### config.mk
export PLATFORM = sky130hd
export DESIGN_NAME = region_bus_fabric
export DESIGN_NICKNAME = d
export VERILOG_FILES = /design/src/rtl/fabric_pkg.sv /design/src/rtl/region_decoder.sv /design/src/rtl/region_bus_fabric.sv
export SDC_FILE = /design/constraint.sdc
export NUM_CORES = 1
export LEC_CHECK = 0
export BUFFER_PORTS_ARGS = -buffer_cell sky130_fd_sc_hd__clkbuf_2
export CAP_MARGIN = 10
export CORE_AREA = 2 2 361 363
export DETAILED_ROUTE_END_ITERATION = 10
export DIE_AREA = 0 0 363 365
export PLACE_DENSITY = 0.39
export SYNTH_ARGS = -nofsm -noshare
export SYNTH_HDL_FRONTEND = slang
export SYNTH_SLANG_ARGS = --single-unit
export TNS_END_PERCENT = 50
### constraint.sdc
create_clock -name clk -period 3.8 [get_ports clk]
set_input_delay 0.76 -clock clk [delete_from_list [all_inputs] [get_ports clk]]
set_output_delay 0.76 -clock clk [all_outputs]
set_load 0.005 [all_outputs]
### src/rtl/fabric_pkg.sv
// Shared types and constants for the region bus fabric.
package fabric_pkg;

  typedef enum logic [1:0] {IDLE, REQ, WAIT, RESP} state_t;

  localparam logic [31:0] ERR_DATA        = 32'hDEAD_BEEF;
  localparam int          DEFAULT_TIMEOUT = 16;

  // Width of a region index; a single region still needs one bit.
  function automatic int sel_width(input int n);
    return (n > 1) ? $clog2(n) : 1;
  endfunction

endpackage

### src/rtl/region_decoder.sv
// Combinational priority decoder: hit when base <= addr < end, lowest region index wins.
module region_decoder
  import fabric_pkg::*;
#(
  parameter int REGIONS = 5,
  parameter int ADDR_W  = 32,
  parameter int SEL_W   = sel_width(REGIONS)
) (
  input  logic [ADDR_W-1:0]         addr,
  input  logic [REGIONS*ADDR_W-1:0] region_base,
  input  logic [REGIONS*ADDR_W-1:0] region_end,
  output logic                      hit,
  output logic [SEL_W-1:0]          sel
);

  always_comb begin
    hit = 1'b0;
    sel = '0;
    for (int i = 0; i < REGIONS; i++) begin
      if (!hit &&
          addr >= region_base[i*ADDR_W +: ADDR_W] &&
          addr <  region_end[i*ADDR_W +: ADDR_W]) begin
        hit = 1'b1;
        sel = SEL_W'(i);
      end
    end
  end

endmodule

### src/rtl/region_bus_fabric.sv
// Request/acknowledge interconnect from the core data port to REGIONS memory-mapped slaves.
// Optional error log (err_addr, err_count) is built when FABRIC_ERRLOG_EN is defined.
module region_bus_fabric
  import fabric_pkg::*;
#(
  parameter int                 REGIONS        = 5,
  parameter int                 ADDR_W         = 32,
  parameter int                 DATA_W         = 32,
  parameter logic [REGIONS-1:0] FIXED_LAT_MASK = {REGIONS{1'b1}},
  parameter int                 TIMEOUT        = DEFAULT_TIMEOUT
) (
  input  logic                      clk,
  input  logic                      reset,
  input  logic                      req_m,
  input  logic                      we_m,
  input  logic [ADDR_W-1:0]         addr_m,
  input  logic [DATA_W-1:0]         wd_m,
  output logic                      ready_m,
  output logic                      ack_m,
  output logic                      err_m,
  output logic [DATA_W-1:0]         rd_m,
  input  logic [REGIONS*ADDR_W-1:0] region_base,
  input  logic [REGIONS*ADDR_W-1:0] region_end,
  output logic [REGIONS-1:0]        req_s,
  output logic [REGIONS-1:0]        we_s,
  output logic [REGIONS*ADDR_W-1:0] addr_s,
  output logic [REGIONS*DATA_W-1:0] wd_s,
  input  logic [REGIONS*DATA_W-1:0] rd_s,
  input  logic [REGIONS-1:0]        ack_s
`ifdef FABRIC_ERRLOG_EN
  ,
  output logic [ADDR_W-1:0]         err_addr,
  output logic [15:0]               err_count
`endif
);

  localparam int SEL_W = sel_width(REGIONS);
  localparam int CNT_W = $clog2(TIMEOUT);
  localparam logic [DATA_W-1:0] ERR_RD = DATA_W'(ERR_DATA);

  state_t             state;
  logic               we_q;
  logic               hit_q;
  logic [SEL_W-1:0]   sel_q;
  logic [CNT_W-1:0]   cnt;

  logic               dec_hit;
  logic [SEL_W-1:0]   dec_sel;
  logic [REGIONS-1:0] dec_onehot;
  logic [ADDR_W-1:0]  dec_offset;
  logic               sel_fixed;
  logic               sel_ack;
  logic [DATA_W-1:0]  sel_rd;

  region_decoder #(
    .REGIONS (REGIONS),
    .ADDR_W  (ADDR_W),
    .SEL_W   (SEL_W)
  ) u_decoder (
    .addr        (addr_m),
    .region_base (region_base),
    .region_end  (region_end),
    .hit         (dec_hit),
    .sel         (dec_sel)
  );

  assign dec_onehot = REGIONS'(1'b1) << dec_sel;
  assign dec_offset = addr_m - region_base[dec_sel*ADDR_W +: ADDR_W];
  assign sel_fixed  = FIXED_LAT_MASK[sel_q];
  assign sel_ack    = ack_s[sel_q];
  assign sel_rd     = rd_s[sel_q*DATA_W +: DATA_W];

  // Decode happens at acceptance so req_s can be registered; a miss still
  // passes through REQ (without req_s) so that its ack lands two cycles later.
  always_ff @(posedge clk or posedge reset) begin
    if (reset) begin
      state   <= IDLE;
      ready_m <= 1'b1;
      ack_m   <= 1'b0;
      err_m   <= 1'b0;
      rd_m    <= '0;
      req_s   <= '0;
      we_s    <= '0;
      addr_s  <= '0;
      wd_s    <= '0;
      we_q    <= 1'b0;
      hit_q   <= 1'b0;
      sel_q   <= '0;
      cnt     <= '0;
    end else begin
      req_s <= '0;
      ack_m <= 1'b0;
      case (state)
        IDLE: begin
          if (req_m) begin
            ready_m <= 1'b0;
            we_q    <= we_m;
            hit_q   <= dec_hit;
            sel_q   <= dec_sel;
            if (dec_hit) begin
              req_s  <= dec_onehot;
              we_s   <= we_m ? dec_onehot : '0;
              addr_s <= {REGIONS{dec_offset}};
              wd_s   <= {REGIONS{wd_m}};
            end
            state <= REQ;
          end
        end
        REQ: begin
          cnt <= '0;
          if (hit_q) begin
            state <= WAIT;
          end else begin
            ack_m <= 1'b1;
            err_m <= 1'b1;
            rd_m  <= ERR_RD;
            state <= RESP;
          end
        end
        WAIT: begin
          // Ack is checked before the timeout so a last-cycle ack still succeeds.
          if (sel_fixed || sel_ack) begin
            ack_m  <= 1'b1;
            err_m  <= 1'b0;
            rd_m   <= we_q ? '0 : sel_rd;
            we_s   <= '0;
            addr_s <= '0;
            wd_s   <= '0;
            state  <= RESP;
          end else if (cnt == CNT_W'(TIMEOUT - 1)) begin
            ack_m  <= 1'b1;
            err_m  <= 1'b1;
            rd_m   <= ERR_RD;
            we_s   <= '0;
            addr_s <= '0;
            wd_s   <= '0;
            state  <= RESP;
          end else begin
            cnt <= cnt + 1'b1;
          end
        end
        RESP: begin
          err_m   <= 1'b0;
          rd_m    <= '0;
          ready_m <= 1'b1;
          state   <= IDLE;
        end
        default: state <= IDLE;
      endcase
    end
  end

`ifdef FABRIC_ERRLOG_EN
  logic [ADDR_W-1:0] log_addr;

  // Logged one cycle after the erroring ack_m, using the address latched at acceptance.
  always_ff @(posedge clk or posedge reset) begin
    if (reset) begin
      log_addr  <= '0;
      err_addr  <= '0;
      err_count <= '0;
    end else begin
      if (state == IDLE && req_m) begin
        log_addr <= addr_m;
      end
      if (ack_m && err_m) begin
        err_addr <= log_addr;
        if (err_count != 16'hFFFF) begin
          err_count <= err_count + 16'd1;
        end
      end
    end
  end
`endif

endmodule

# == Yosys cells after proc, flatten, opt, wreduce, memory -nomap -nowiden ==
# Memories as Yosys holds them, arrays and structs flattened.
# Cells that the tools add are included.
# word_totals
ff_bits,376
romBits,8
input_bits,553
wordCells,117
mem_count,1
# classes
addsub,2
magnitude_cmp,11
n_eq_ne,10
shift,3
mux,52
reduce_logical,25
# mem_list
memory,depth,width,read_ports,rd_clocked_by_memory_dff,write_ports,line_no,rtl
(name not given),8,1,1,0,0,region_bus_fabric.sv:69,assign sel_fixed = FIXED_LAT_MASK[sel_q];
# ops
operator,count
2-to-1 mux 160 bit,6
case mux 160 bit (2 select lines),2
variable part select 160 x 9 -> 32 bit,2
greater-or-equal comparator 32 bit,5
< comparator 32 bit,5
2-to-1 mux 32 bit,4
case mux 32 bit (3 select lines),1
2-to-1 mux 5 bit,8
subtractor 32 bit,1
2-to-1 mux 1 bit,16
2-to-1 mux 2 bit,5
!= test 2 bit (second input constant),5
case mux 5 bit (2 select lines),1
logical AND 1 bit,9
2-to-1 mux 4 bit,2
case mux 2 bit (4 select lines),1
case mux 4 bit (2 select lines),1
AND reduction 2 bit,3
AND reduction 3 bit,2
nonzero test 2 bit,3
left shift 1 x 3 -> 5 bit (first input constant),1
adder 4 x 1 -> 4 bit (second input constant),1
equality test 2 bit (second input constant),2
equality test 4 bit (second input constant),1
12 further kinds,16

# == Logic depth before layout (Yosys ltp) ==
# depth
depth_word,24
depth_mapped,29
mapped_depth_nobuf,26

# == By module ==
# A second synthesis with hierarchy kept.
# unflattened
cells_unflattened,2142
area_unflattened_um2,17988.5
# modules_own_cells
mod,instances,cells_per_inst,area_each_um2,seq_area_each_um2
region_bus_fabric,1,1031,10043.4,2904.0
region_decoder,1,1111,7945.1,0.0

# == Worst setup path after synthesis ==
# OpenSTA, ideal clock, no wires.
# synth_timing
kind,input -> register
from,in addr_m[0]
to,reg addr_s[146]
setup_time_ns,0.122
arrival_time_ns,6.116
slack_ns,-2.437
stages,28
cell_sequence,inv_1 ha_1 nand2b_1 a2111oi_0 nor4_1 o2111a_1 o311ai_1 a211o_1 and2_1 buf_6 and2_1 buf_2 buf_2 nand2_1 o31ai_1 ha_1 inv_1 fa_1 a211oi_1 o21ai_0 a211o_1 or3_4 and2_4 a21o_1 a21o_1 a21o_1 a211o_1 a32o_1
# synth_between
elab_chain_len,24
# synth_rtl
element,line_no,rtl
start: declaration,region_bus_fabric.sv:16,"input logic [ADDR_W-1:0] addr_m,"
greater-or-equal comparator 32 bit / < comparator 32 bit (equally long branches),"region_decoder.sv:21, region_decoder.sv:22",
logical AND 1 bit,region_decoder.sv:21,addr >= region_base[i*ADDR_W +: ADDR_W] &&
2-to-1 mux 1 bit,region_decoder.sv:20,if (!hit &&
logical NOT 1 bit,region_decoder.sv:20,
logical AND 1 bit,region_decoder.sv:20,
logical AND 1 bit,region_decoder.sv:21,
2-to-1 mux 1 bit,region_decoder.sv:20,
logical NOT 1 bit,region_decoder.sv:20,
(+8 left out),--,
logical AND 1 bit,region_decoder.sv:20,
logical AND 1 bit,region_decoder.sv:21,
2-to-1 mux 3 bit,region_decoder.sv:20,
variable part select 160 x 9 -> 32 bit,region_bus_fabric.sv:68,assign dec_offset = addr_m - region_base[dec_sel*ADDR_W +: ADDR_W];
subtractor 32 bit,region_bus_fabric.sv:68,
2-to-1 mux 160 bit,region_bus_fabric.sv:100,if (dec_hit) begin
2-to-1 mux 160 bit,region_bus_fabric.sv:95,if (req_m) begin
case mux 160 bit (2 select lines),region_bus_fabric.sv:93,case (state)
end signal: assignment,region_bus_fabric.sv:103,addr_s <= {REGIONS{dec_offset}};
end: declaration,region_bus_fabric.sv:26,"output logic [REGIONS*ADDR_W-1:0] addr_s,"
# Parallel ways exist; a longest one is shown, timed or not. The select of a mux whose other input is x is not followed.
# A chain may end at the register's enable or synchronous reset.

# == Worst setup path in the final report ==
# layout_timing
from,in addr_m[30]
to,reg addr_s[158]
# Same word-level chain as after synthesis.

==> run metrics <==
starting density of the core 13.9%; combinational power share 65.2%; sw power 5.71 mW; CP Launch Point addr_m[30]; first-pass GRT wire length 146000 um; clk root buf clkbuf_16; Detailed Routing Iterations Pass 1 5; Switching Share 46.2%; crit path DAT 6.24 ns; CTS tree built; initial DRC count 779; r2r endpoint rd_m[31]; CP Capture Type flop; worst vdd ir 0.000344 V; Crit path depth 30; Die Footprint 132000 sq um; Setup crit end addr_s[158]; total number of yosys warnings 0; sequential fraction of design power 21.4%; worst r2r src sel_q[1]; crit path buf inv count 7; Layout area overhead 57.5%; Final Instance Area 28100 sq um; Final Hold Viols 0; Setup crit start kind input pin; # rows 132; Die W 363 um; RSZ-0062 raised after global routing true; cells after synthesis 2224; setup violators final 31; DRC viols 0; number of I/O port buffers 912; WL final 108000 um; pwr dens 440 nW/um^2; critical path class in -> reg; Yosys cell types 83; fin crit period 5.87 ns; Mapped Nets 3129; total power 12.4 mW; Post-Syn Area 17800 sq um; setup ws final -2.07 ns; clk_lat worst skew 0.47 ns; skew final 0.0108 ns; CP max FO 4; post-synth top area share 24.6%; GP Congestion 0.906; Die H 365 um; top-count cell post-synth ha_1; Post-CTS Hold Fix Bufs 0; Final #Nets 4183; Routed Antenna Nets 0; GRT Resource Usage Total 15.5%; Syn Area/Cell 8.02 sq um; Max Fclk 0.170 GHz; Synth top cells by count 351 x ha_1, 330 x inv_1, 263 x buf_4; hold slack final 0.454 ns; Top Ports 918; status finished with violations; max-cap violations 0; failing checks setup timing; Max Slew Vio Count 0; H-tree levels 4; Worst-Margin Slew 0.888 ns; Worst slew margin 40.7%; largest net degree at the start of global routing 48; Post-Place Setup Slack -3.30 ns; Clock Path Buffers 2; Post-synth EDFFs 0; CP required 4.17 ns; antenna violations before repair 42; post-route setup TNS -41.74 ns; HPWL Detailed 95500 um; Pint 6.65 mW; clk slew on worst S/H paths 0.07 ns; class of the worst hold path in -> async; leak pwr 15.2 nW; synth top area cells ha_1 25%, dfrtp_1 16%, buf_4 11%; Clock Power Share 13.4%; cells on worst reg2reg path 5; cell taking the most area after synthesis ha_1; TritonCTS buffer count 17; share of layout cells above drive strength 1 48.4%; Crit path max-delay family compound AO/OA/AOI/OAI gates; Worst R2R Setup Slack 1.38 ns; dpl cell area 25900 sq um; GRT overflow 0; Seq cells post-synth 116; post-route clock period utilization 154%; Worst path slowest cell or3_4; max incr delay on CP 0.41 ns; sequential-to-total area share from yosys stat 16.3%; Post-synth ARST share 100%; core box area 129000 sq um; average wire per standard cell 21.7 um; routed via count 20100; Primary FF master, synth dfrtp_1; vias in the first global route 19900; CTS Sinks 116; via density per instance 4.04
## cells by family after synthesis
| kind of cell | after synthesis | share of synthesized area (%) |
|---|---|---|
| AO/OA/AOI/OAI | 645 | 24.7 |
| XOR/XNOR | 25 | 1.23 |
| flip-flops | 116 | 16.3 |
| multiplexers | 32 | 2.79 |
| AND/OR/NAND/NOR | 403 | 10.8 |
| buffers and inverters | 651 | 19.4 |
| adder cells (fa/ha/maj) | 352 | 24.7 |
## layout make-up
cell class                      instances  area, sq um
Antenna cell                           13         32.5
Clock buffer                           20          457
Clock inverter                         12          131
Fill cell                           14400       101000
Inverter                              330         1250
Multi-Input combinational cell       1457        12700
Sequential cell                       116         2910
Tap cell                             1675         2100
Timing Repair Buffer                 1356         8540
## cell usage in the layout (no fill, tap or decap), drive strengths merged, types with 12 or more instances in the layout
master,n
o21a,24
nand4,38
o31ai,17
ha,351
nor2,94
a22o,53
a211oi,21
mux4,14
diode,13
mux2i,17
o22ai,71
nand2,141
o211ai,15
nand3,26
o31a,28
buf,447
a21oi,157
a21o,61
clkbuf,929
a22oi,32
o21ai,86
nor3,22
inv,328
xnor2,13
nand2b,19
xor2,12
dfrtp,115
## through the flow
stage | std cells | utilization (%)
4_1_cts | 4953 | 21.4
3_5_place_dp | 4907 | 20.1
5_1_grt | 4971 | 21.8
3_3_place_gp | 4907 | 20.1
6_report | 4979 | 21.8
2_1_floorplan | 2224 | -
## worst min-delay path by stage
stage,to,depth (start not counted)
global placement,rd_m[24],2
finish,wd_s[149],2
global route,wd_s[149],2
floorplan,we_q,1
detailed placement,rd_m[24],2
CTS,wd_s[147],2
## metal layers
layer | vias up | routed length, um | track usage (%)
met4 | 46 | 2660 | 4.13
met2 | 652 | 53300 | 27.5
met5 | - | 313 | 0
met1 | 9474 | 46000 | 18.8
met3 | 138 | 5950 | 3.38
li1 | 9830 | - | -
## what timing repair did
action / in CTS / in global routing
gates resized for setup: 179 / 74
pin swaps: 78 / 31
cloned: 1 / 3
hold endpoints to repair: 0 / 0
setup buffers: 17 / 11
setup endpoints to repair: 72 / 69
## power groups by stage
stage                     sequential, mW  combinational (mW)  clock (mW)
after global placement              2.69                7.54           0
after CTS                           2.69                7.87        1.73
after floorplan                     2.12                4.83           0
after detailed placement            2.72                7.52           0
after global routing                2.75                8.91        1.77
final                               2.64                8.06        1.66
## state kept, by name, indices dropped and copies added, names as in the netlist
register  flops
ack_m         1
addr_s       32
err_m         1
hit_q         1
rd_m         32
ready_m       1
req_s         5
sel_q         3
state         2
wd_s         32
we_q          1
we_s          5
Power figures use the tool's default switching activity.
